**src/rtl/div19_iter_if.sv**
```systemverilog
`default_nettype none
// ============================================================================
// Module   : div19_iter_if
// Brief    : Operand/result handshake bundle for the div19_iter divider.
// Revision : 1.0 - initial release
// ============================================================================
interface div19_iter_if #(
  parameter int WIDTH = 19
);
  logic             in_valid;
  logic             in_ready;
  logic [WIDTH-1:0] dividend;
  logic [WIDTH-1:0] divisor;
  logic             out_valid;
  logic             out_ready;
  logic [WIDTH-1:0] quotient;
  logic [WIDTH-1:0] remainder;
  logic             div_by_zero;
  logic             busy;
  logic [1:0]       sel;

  modport master (
    output in_valid, dividend, divisor, out_ready,
    input  in_ready, out_valid, quotient, remainder, div_by_zero, busy, sel
  );

  modport slave (
    input  in_valid, dividend, divisor, out_ready,
    output in_ready, out_valid, quotient, remainder, div_by_zero, busy, sel
  );
endinterface
`default_nettype wire

```
**src/rtl/div19_iter.sv**
```systemverilog
`default_nettype none
// ============================================================================
// Module   : div19_iter
// Brief    : Radix-2 restoring unsigned divider, one quotient bit per cycle.
//            Optional macro DIV19_EARLY_EXIT_EN: skip iterations when A < B.
// Revision : 1.0 - initial release
// ============================================================================
module div19_iter #(
  parameter int WIDTH = 19,
  parameter int CNT_W = 5
) (
  input  wire logic   clk,
  input  wire logic   reset,
  div19_iter_if.slave bus
);

  localparam logic [1:0] c_ST_IDLE = 2'd0;
  localparam logic [1:0] c_ST_RUN  = 2'd1;
  localparam logic [1:0] c_ST_DONE = 2'd2;

  localparam logic [1:0] c_SEL_HOLD  = 2'b00;
  localparam logic [1:0] c_SEL_SHIFT = 2'b01;
  localparam logic [1:0] c_SEL_TRIAL = 2'b10;
  localparam logic [1:0] c_SEL_LOAD  = 2'b11;

  localparam logic [CNT_W-1:0] c_CNT_LOAD = CNT_W'(WIDTH);
  localparam logic [CNT_W-1:0] c_CNT_ONE  = CNT_W'(1);

  logic [1:0]       r_state;
  logic [WIDTH:0]   r_rem;
  logic [WIDTH-1:0] r_quo;
  logic [WIDTH-1:0] r_div;
  logic [CNT_W-1:0] r_cnt;
  logic             r_dbz;

  logic             w_accept;
  logic             w_zero_div;
  logic             w_early;
  logic [WIDTH+1:0] w_trial;
  logic             w_trial_neg;
  logic [1:0]       w_sel;
  logic [WIDTH:0]   w_rem_nxt;

  assign w_accept   = bus.in_valid && (r_state == c_ST_IDLE);
  assign w_zero_div = (bus.divisor == '0);

`ifdef DIV19_EARLY_EXIT_EN
  assign w_early = (bus.dividend < bus.divisor);
`else
  assign w_early = 1'b0;
`endif

  // Guard bit above the remainder register carries the sign of S_hi - B.
  assign w_trial     = {r_rem, r_quo[WIDTH-1]} - {2'b00, r_div};
  assign w_trial_neg = w_trial[WIDTH+1];

  always_comb begin
    w_sel = c_SEL_HOLD;
    case (r_state)
      c_ST_IDLE: if (bus.in_valid) w_sel = c_SEL_LOAD;
      c_ST_RUN:  w_sel = w_trial_neg ? c_SEL_SHIFT : c_SEL_TRIAL;
      default:   w_sel = c_SEL_HOLD;
    endcase
  end

  // The exported select code drives the partial-remainder mux directly.
  always_comb begin
    w_rem_nxt = r_rem;
    case (w_sel)
      c_SEL_SHIFT: w_rem_nxt = {r_rem[WIDTH-1:0], r_quo[WIDTH-1]};
      c_SEL_TRIAL: w_rem_nxt = w_trial[WIDTH:0];
      c_SEL_LOAD:  w_rem_nxt = (w_zero_div || w_early) ? {1'b0, bus.dividend} : '0;
      default:     w_rem_nxt = r_rem;
    endcase
  end

  always_ff @(posedge clk or negedge reset) begin
    if (!reset) begin
      r_state <= c_ST_IDLE;
      r_rem   <= '0;
      r_quo   <= '0;
      r_div   <= '0;
      r_cnt   <= '0;
      r_dbz   <= 1'b0;
    end else begin
      r_rem <= w_rem_nxt;
      case (r_state)
        c_ST_IDLE: begin
          if (w_accept) begin
            r_div <= bus.divisor;
            if (w_zero_div) begin
              r_quo   <= '1;
              r_dbz   <= 1'b1;
              r_cnt   <= '0;
              r_state <= c_ST_DONE;
            end else if (w_early) begin
              r_quo   <= '0;
              r_dbz   <= 1'b0;
              r_cnt   <= '0;
              r_state <= c_ST_DONE;
            end else begin
              r_quo   <= bus.dividend;
              r_dbz   <= 1'b0;
              r_cnt   <= c_CNT_LOAD;
              r_state <= c_ST_RUN;
            end
          end
        end
        c_ST_RUN: begin
          r_quo <= {r_quo[WIDTH-2:0], ~w_trial_neg};
          r_cnt <= r_cnt - c_CNT_ONE;
          if (r_cnt == c_CNT_ONE) r_state <= c_ST_DONE;
        end
        c_ST_DONE: begin
          if (bus.out_ready) r_state <= c_ST_IDLE;
        end
        default: r_state <= c_ST_IDLE;
      endcase
    end
  end

  assign bus.in_ready    = (r_state == c_ST_IDLE);
  assign bus.out_valid   = (r_state == c_ST_DONE);
  assign bus.busy        = (r_state == c_ST_RUN);
  assign bus.quotient    = r_quo;
  assign bus.remainder   = r_rem[WIDTH-1:0];
  assign bus.div_by_zero = r_dbz;
  assign bus.sel         = w_sel;

endmodule
`default_nettype wire

```
**src/flat_wrapper.sv**
```systemverilog
// flat-port wrapper written by rule: the top's interface ports become plain ports
module div19_iter_flat 
#(
  parameter int WIDTH = 19,
  parameter int CNT_W = 5
)
  (clk, reset, bus_in_valid, bus_dividend, bus_divisor, bus_out_ready, bus_in_ready, bus_out_valid, bus_quotient, bus_remainder, bus_div_by_zero, bus_busy, bus_sel);
  div19_iter_if #(.WIDTH(WIDTH)) bus_i ();
  input  wire logic clk;
  input  wire logic reset;
  input wire logic [$bits(bus_i.in_valid)-1:0] bus_in_valid;
  input wire logic [$bits(bus_i.dividend)-1:0] bus_dividend;
  input wire logic [$bits(bus_i.divisor)-1:0] bus_divisor;
  input wire logic [$bits(bus_i.out_ready)-1:0] bus_out_ready;
  output wire logic [$bits(bus_i.in_ready)-1:0] bus_in_ready;
  output wire logic [$bits(bus_i.out_valid)-1:0] bus_out_valid;
  output wire logic [$bits(bus_i.quotient)-1:0] bus_quotient;
  output wire logic [$bits(bus_i.remainder)-1:0] bus_remainder;
  output wire logic [$bits(bus_i.div_by_zero)-1:0] bus_div_by_zero;
  output wire logic [$bits(bus_i.busy)-1:0] bus_busy;
  output wire logic [$bits(bus_i.sel)-1:0] bus_sel;
  assign bus_i.in_valid = bus_in_valid;
  assign bus_i.dividend = bus_dividend;
  assign bus_i.divisor = bus_divisor;
  assign bus_i.out_ready = bus_out_ready;
  assign bus_in_ready = bus_i.in_ready;
  assign bus_out_valid = bus_i.out_valid;
  assign bus_quotient = bus_i.quotient;
  assign bus_remainder = bus_i.remainder;
  assign bus_div_by_zero = bus_i.div_by_zero;
  assign bus_busy = bus_i.busy;
  assign bus_sel = bus_i.sel;
  div19_iter #(.WIDTH(WIDTH), .CNT_W(CNT_W)) u_core (.clk(clk), .reset(reset), .bus(bus_i));
endmodule
```
**config.mk**
```make
export PLATFORM = sky130hd
export DESIGN_NAME = div19_iter_flat
export DESIGN_NICKNAME = d
export VERILOG_FILES = /design/src/rtl/div19_iter_if.sv /design/src/rtl/div19_iter.sv /design/src/flat_wrapper.sv
export SDC_FILE = /design/constraint.sdc
export NUM_CORES = 1
export LEC_CHECK = 0
export CAP_MARGIN = 20
export CORE_ASPECT_RATIO = 1.4
export CORE_MARGIN = 2
export CORE_UTILIZATION = 56
export DETAILED_ROUTE_END_ITERATION = 10
export PLACE_DENSITY = 0.86
export SYNTH_ARGS = -nofsm -noshare
export SYNTH_HDL_FRONTEND = slang
export SYNTH_SLANG_ARGS = --single-unit
```
**constraint.sdc**
```tcl
create_clock -name clk -period 4.5 [get_ports clk]
set_input_delay 0.675 -clock clk [delete_from_list [all_inputs] [get_ports clk]]
set_output_delay 0.675 -clock clk [all_outputs]
set_load 0.03 [all_outputs]
```
---- Word level (Yosys, flattened, before mapping) ----
Cells that the tools add are included.
storage, ports and cells
  bits in registers ....................... 66
  word-level logic and storage cells ...... 43
operators by class
  bitwise gates (word level) .............. 1
  reduce and logical (&&, ||, !) cells .... 8
  eq/ne operators ......................... 9
  $add $sub $neg .......................... 2
  multiplexer cells ....................... 17
operator list
  kind                                                                      count
  20-bit one-hot mux with 3 select lines                                    1
  19-bit 2-to-1 mux                                                         3
  19-bit one-hot mux with 2 select lines                                    1
  21-bit by 19-bit subtractor with 21-bit output                            1
  19-bit logical NOT                                                        1
  2-bit 2-to-1 mux                                                          6
  5-bit 2-to-1 mux                                                          2
  5-bit one-hot mux with 2 select lines                                     1
  2-bit == test (second input constant)                                     3
  2-bit one-hot mux with 3 select lines                                     1
  5-bit by 1-bit == test with 1-bit output (second input constant)          1
  5-bit by 1-bit subtractor with 5-bit output (second input constant)       1
  2-bit by 1-bit == test with 1-bit output (second input constant)          2
  2-bit by 1-bit inequality test with 1-bit output (second input constant)  2
  2-bit one-hot mux with 2 select lines                                     1
  2-bit AND reduction                                                       2
  3-bit AND reduction                                                       1
  3-bit nonzero test                                                        1
  2-bit logical NOT                                                         1
  2-bit inequality test (second input constant)                             1
  2-bit nonzero test                                                        1
  1-bit logical AND                                                         1
  1-bit 2-to-1 mux                                                          1
  1-bit NOT                                                                 1

---- Depth between registers and ports, before layout ----
Gate-level depths: netlist of the first run.
  word-level depth ........................ 5
  gate-level depth with buffers ........... 13
  mapped depth without buffers ............ 12

---- Least setup slack after synthesis of the first run ----
No wires, ideal clock.
  path type ............................... reg2out
  start ................................... register u_core.r_quo[18], in the netlist u_core.bus.quotient[18]
  end ..................................... output port bus_sel[0]
  setup slack ............................. 1,205 ps
  arrival ................................. 2,620 ps
  required time ........................... 3,825 ps
  cell stages (with the launch flop) ...... 12
  path through ............................ dfrtp_1 > inv_1 > ha_1 > inv_1 > fa_1 > a211oi_1 > o21a_1 > a21oi_2 > o211a_1 > nor4_4 > nand2_2 > nand2_1
on the way
  longest elaborated chain between the ends .. 3
RTL lines
  item                                            line                source
  start, declared                                 div19_iter.sv:31    logic [WIDTH-1:0] r_quo;
  start signal, assigned                          div19_iter.sv:102   r_quo <= bus.dividend;
  start signal, assigned                          div19_iter.sv:110   r_quo <= {r_quo[WIDTH-2:0], ~w_trial_neg};
  21-bit by 19-bit subtractor with 21-bit output  div19_iter.sv:54    assign w_trial = {r_rem, r_quo[WIDTH-1]} - {2'b00, r_div};
  2-bit 2-to-1 mux                                div19_iter.sv:61    c_ST_RUN: w_sel = w_trial_neg ? c_SEL_SHIFT : c_SEL_TRIAL;
  2-bit one-hot mux with 2 select lines           div19_iter.sv:59    case (r_state)
  end, declared                                   flat_wrapper.sv:21  output wire logic [$bits(bus_i.sel)-1:0] bus_sel;
No other way between the ends.

---- Final worst setup path of the first run ----
  start ................................... register u_core.r_quo[18], in the netlist u_core.bus.quotient[18]
  end ..................................... output port bus_sel[1]
Same word-level chain as after synthesis.

==> impl_metrics.tcl, run 1 <==
set metrics [dict create \
    final_max_slew_viol_count 0 \
    post_cts_resized 0 \
    cts_tree "done" \
    clock.fmax_mhz 246 \
    synth_top_area_cell "dfrtp_1" \
    viasPerCell 6.04 \
    syn-num-nets 570 \
    setup.worst_path.end_class "output pin" \
    drive_gt1_share_pct 6.98 \
    setup_viol 0 \
    ant_nets 0 \
    core-area_um2 7360 \
    r2r-end "u_core.r_rem[7]" \
    seq_area_frac_synth_pct 38.7 \
    grt-ovfl-total 0 \
    portBuffers 85 \
    cts_made_buffers 9 \
    h-tree-depth 3 \
    hold_depth 1 \
    insertion_delay_ns 0.36 \
    hold_buffers 0 \
    antenna_found_initial 0 \
    route.detailed.drc 0 \
    synth_common_cells "66 x dfrtp_1, 66 x nand2_1, 45 x nor2_1, 34 x a21oi_1, 34 x o21ai_0" \
    rsz0062_at_grt "no" \
    cp-start-kind "register" \
    fp.dieW_um 77.8 \
    netlist_top_cells_area "dfrtp_1 39%, ha_1 6.2%, nand2_1 5.8%, a21oi_1 4.0%, o21ai_0 4.0%" \
    clock_path_buffers 2 \
    min_to "u_core.bus.div_by_zero" \
    yosysWarnings 0 \
    fin_tns_setup_ns 0 \
    synth_area_um2 4270 \
    worst_pin_slew_ns 1.02 \
    place.gp.congestion 0.923 \
    rr_startpoint "u_core.bus.quotient[18]" \
    skew_ns 0.00468 \
    grt_pass1_wl_um 18800 \
    cp_cell_sequence "inv_1 > ha_1 > inv_1 > fa_1 > a211oi_1 > o21a_1 > a21oi_2 > nor4_2 > nor4_4 > inv_2 > clkdlybuf4s50_1" \
    grt_max_degree 46 \
    busiest_layer "met2" \
    gr-usage-met3_pct 3.69 \
    drt-initial-drc-count 281 \
    start_util_pct 58.0 \
    status "finished clean" \
    root_buffer "clkbuf_8" \
    cp_data_arrival_time_ns 3.39 \
    synth_ff_type "dfrtp_1" \
    ios 86 \
    slowest_stage "clkdlybuf4s50_1" \
    grt_util_met2_pct 47.2 \
    syn_inst 506 \
    syn_area_per_cell_um2 8.43 \
    drt-pass1-iter-count 5 \
    cts_sinks 66 \
    r2r_slack_ns 1.37 \
    fin_crit_ns 4.07 \
    syn2layout_area_growth_pct 23.0 \
    use_met1_pct 37.3 \
    synth_top_area_share_pct 38.7 \
    vias 4047 \
    cpMostUsedCell "inv_1" \
    grt_pass1_vias 3943 \
    finalCritPeriodShare_pct 90.4 \
    synth_edf_count 0 \
    slowest_delay_ns 0.68 \
    postCtsSetupRepairBufs 0 \
    cap_violations 0 \
    rows 37 \
    die_area_um2 8340 \
    critPathMaxFanout 6 \
    startpoint "u_core.bus.quotient[18]" \
    async_flop_share_pct 100 \
    num-fill-cells 547 \
    regArea_um2 1650 \
    cp.required_ns 3.83 \
    grtUsageTotal_pct 28.6 \
    finalHoldViolCount 0 \
    worst_r2r_path_depth 12 \
    hpwl_um 8430 \
    drt_wl_total_um 11400 \
    maxSlewHeadroom_pct 32.2 \
    die_y_um 107 \
    clk_pin_slew_worst_paths_ns 0.07 \
    fin_nets 633 \
    synthDistinctLibCells 59 \
    min_from "u_core.bus.div_by_zero" \
    synth_seq_cells 66 \
    diodes 0 \
    multi_input_area_um2 2280 \
    wl_per_cell_um 17.0 \
    worstSetupPathType "register to output pin" \
    min_path_type "register to register" \
]
-- metal layers --
layer	vias up	wire (um)
li1	1918	-
met1	1918	4940
met2	187	5440
met3	24	699
met4	0	317
met5	-	0
-- through the flow --
step	instance area, um^2	hold slack (ns)	setup WS (ns)	utilization, %	cells
floorplan	4270	0.379	1.20	-	506
global placement	5060	0.468	0.922	68.8	655
detailed placement	5060	0.473	0.811	68.8	655
CTS	5250	0.489	0.419	71.3	670
global route	5250	0.514	0.268	71.3	670
finish	5250	0.485	0.430	71.3	670
-- worst max path at each step --
stage,endpoint,slack [ns],depth (start not counted)
3_3_place_gp,bus_sel[1],0.92,11
5_1_grt,bus_sel[1],0.27,11
6_report,bus_sel[1],0.43,11
3_5_place_dp,bus_sel[1],0.81,11
2_1_floorplan,bus_sel[0],1.20,11
4_1_cts,bus_sel[1],0.42,11
-- cells in the final DEF, fill, tap and decap left out, types with 9 or more instances in the layout --
cell	instances
o21ai_0	34
dfrtp_1	66
buf_4	9
nand2_1	66
nor3_1	19
clkdlybuf4s50_1	83
o31ai_1	21
ha_1	21
nor2_1	45
nand3_1	14
clkbuf_8	10
a21oi_1	34
inv_1	25
-- layout make-up --
cell class | count | area share (%)
Clock buffer | 12 | 2.77
Clock inverter | 3 | 0.763
Inverter | 28 | 2.00
Multi-Input combinational cell | 371 | 43.5
Sequential cell | 66 | 31.5
Tap cell | 97 | 2.31
Timing Repair Buffer | 93 | 17.2
-- flip-flops by register name (all words and copies together), names as in the netlist --
name / count
u_core.r_rem: 20
u_core.bus.quotient: 19
u_core.r_div: 19
u_core.r_cnt: 5
u_core.r_state: 2
u_core.bus.div_by_zero: 1
-- cells by family after synthesis --
group           share of synthesized area (%)
simple gates                             19.8
buf+inv                                  7.98
flops                                    38.7
xor+xnor                                 3.08
fa+ha+maj                                6.63
compound gates                           23.6
mux                                     0.235
-- worst max-delay path: cells and delay by family, from the launching register on --
| family | cells | cell delay (ns) |
|---|---|---|
| and+or+nand+nor | 2 | 0.52 |
| buffers and inverters | 4 | 0.95 |
| DFF | 1 | 0.40 |
| adders and majority gates | 2 | 0.59 |
| AOI/OAI and AO/OA | 3 | 0.58 |
Power of run 1 is left out: the tool's default activity adds up to more than one toggle a clock period on the data nets, which glitch-free logic cannot reach.
==> inputs of run 2 (changes only) <==
Settings changed: ABC_CLOCK_PERIOD_IN_PS set to 4500.
==> results of run 2 <==
Same layout as run 1: the final DEF is identical, and so are final timing and power.
Power of run 2 is left out for the same reason.
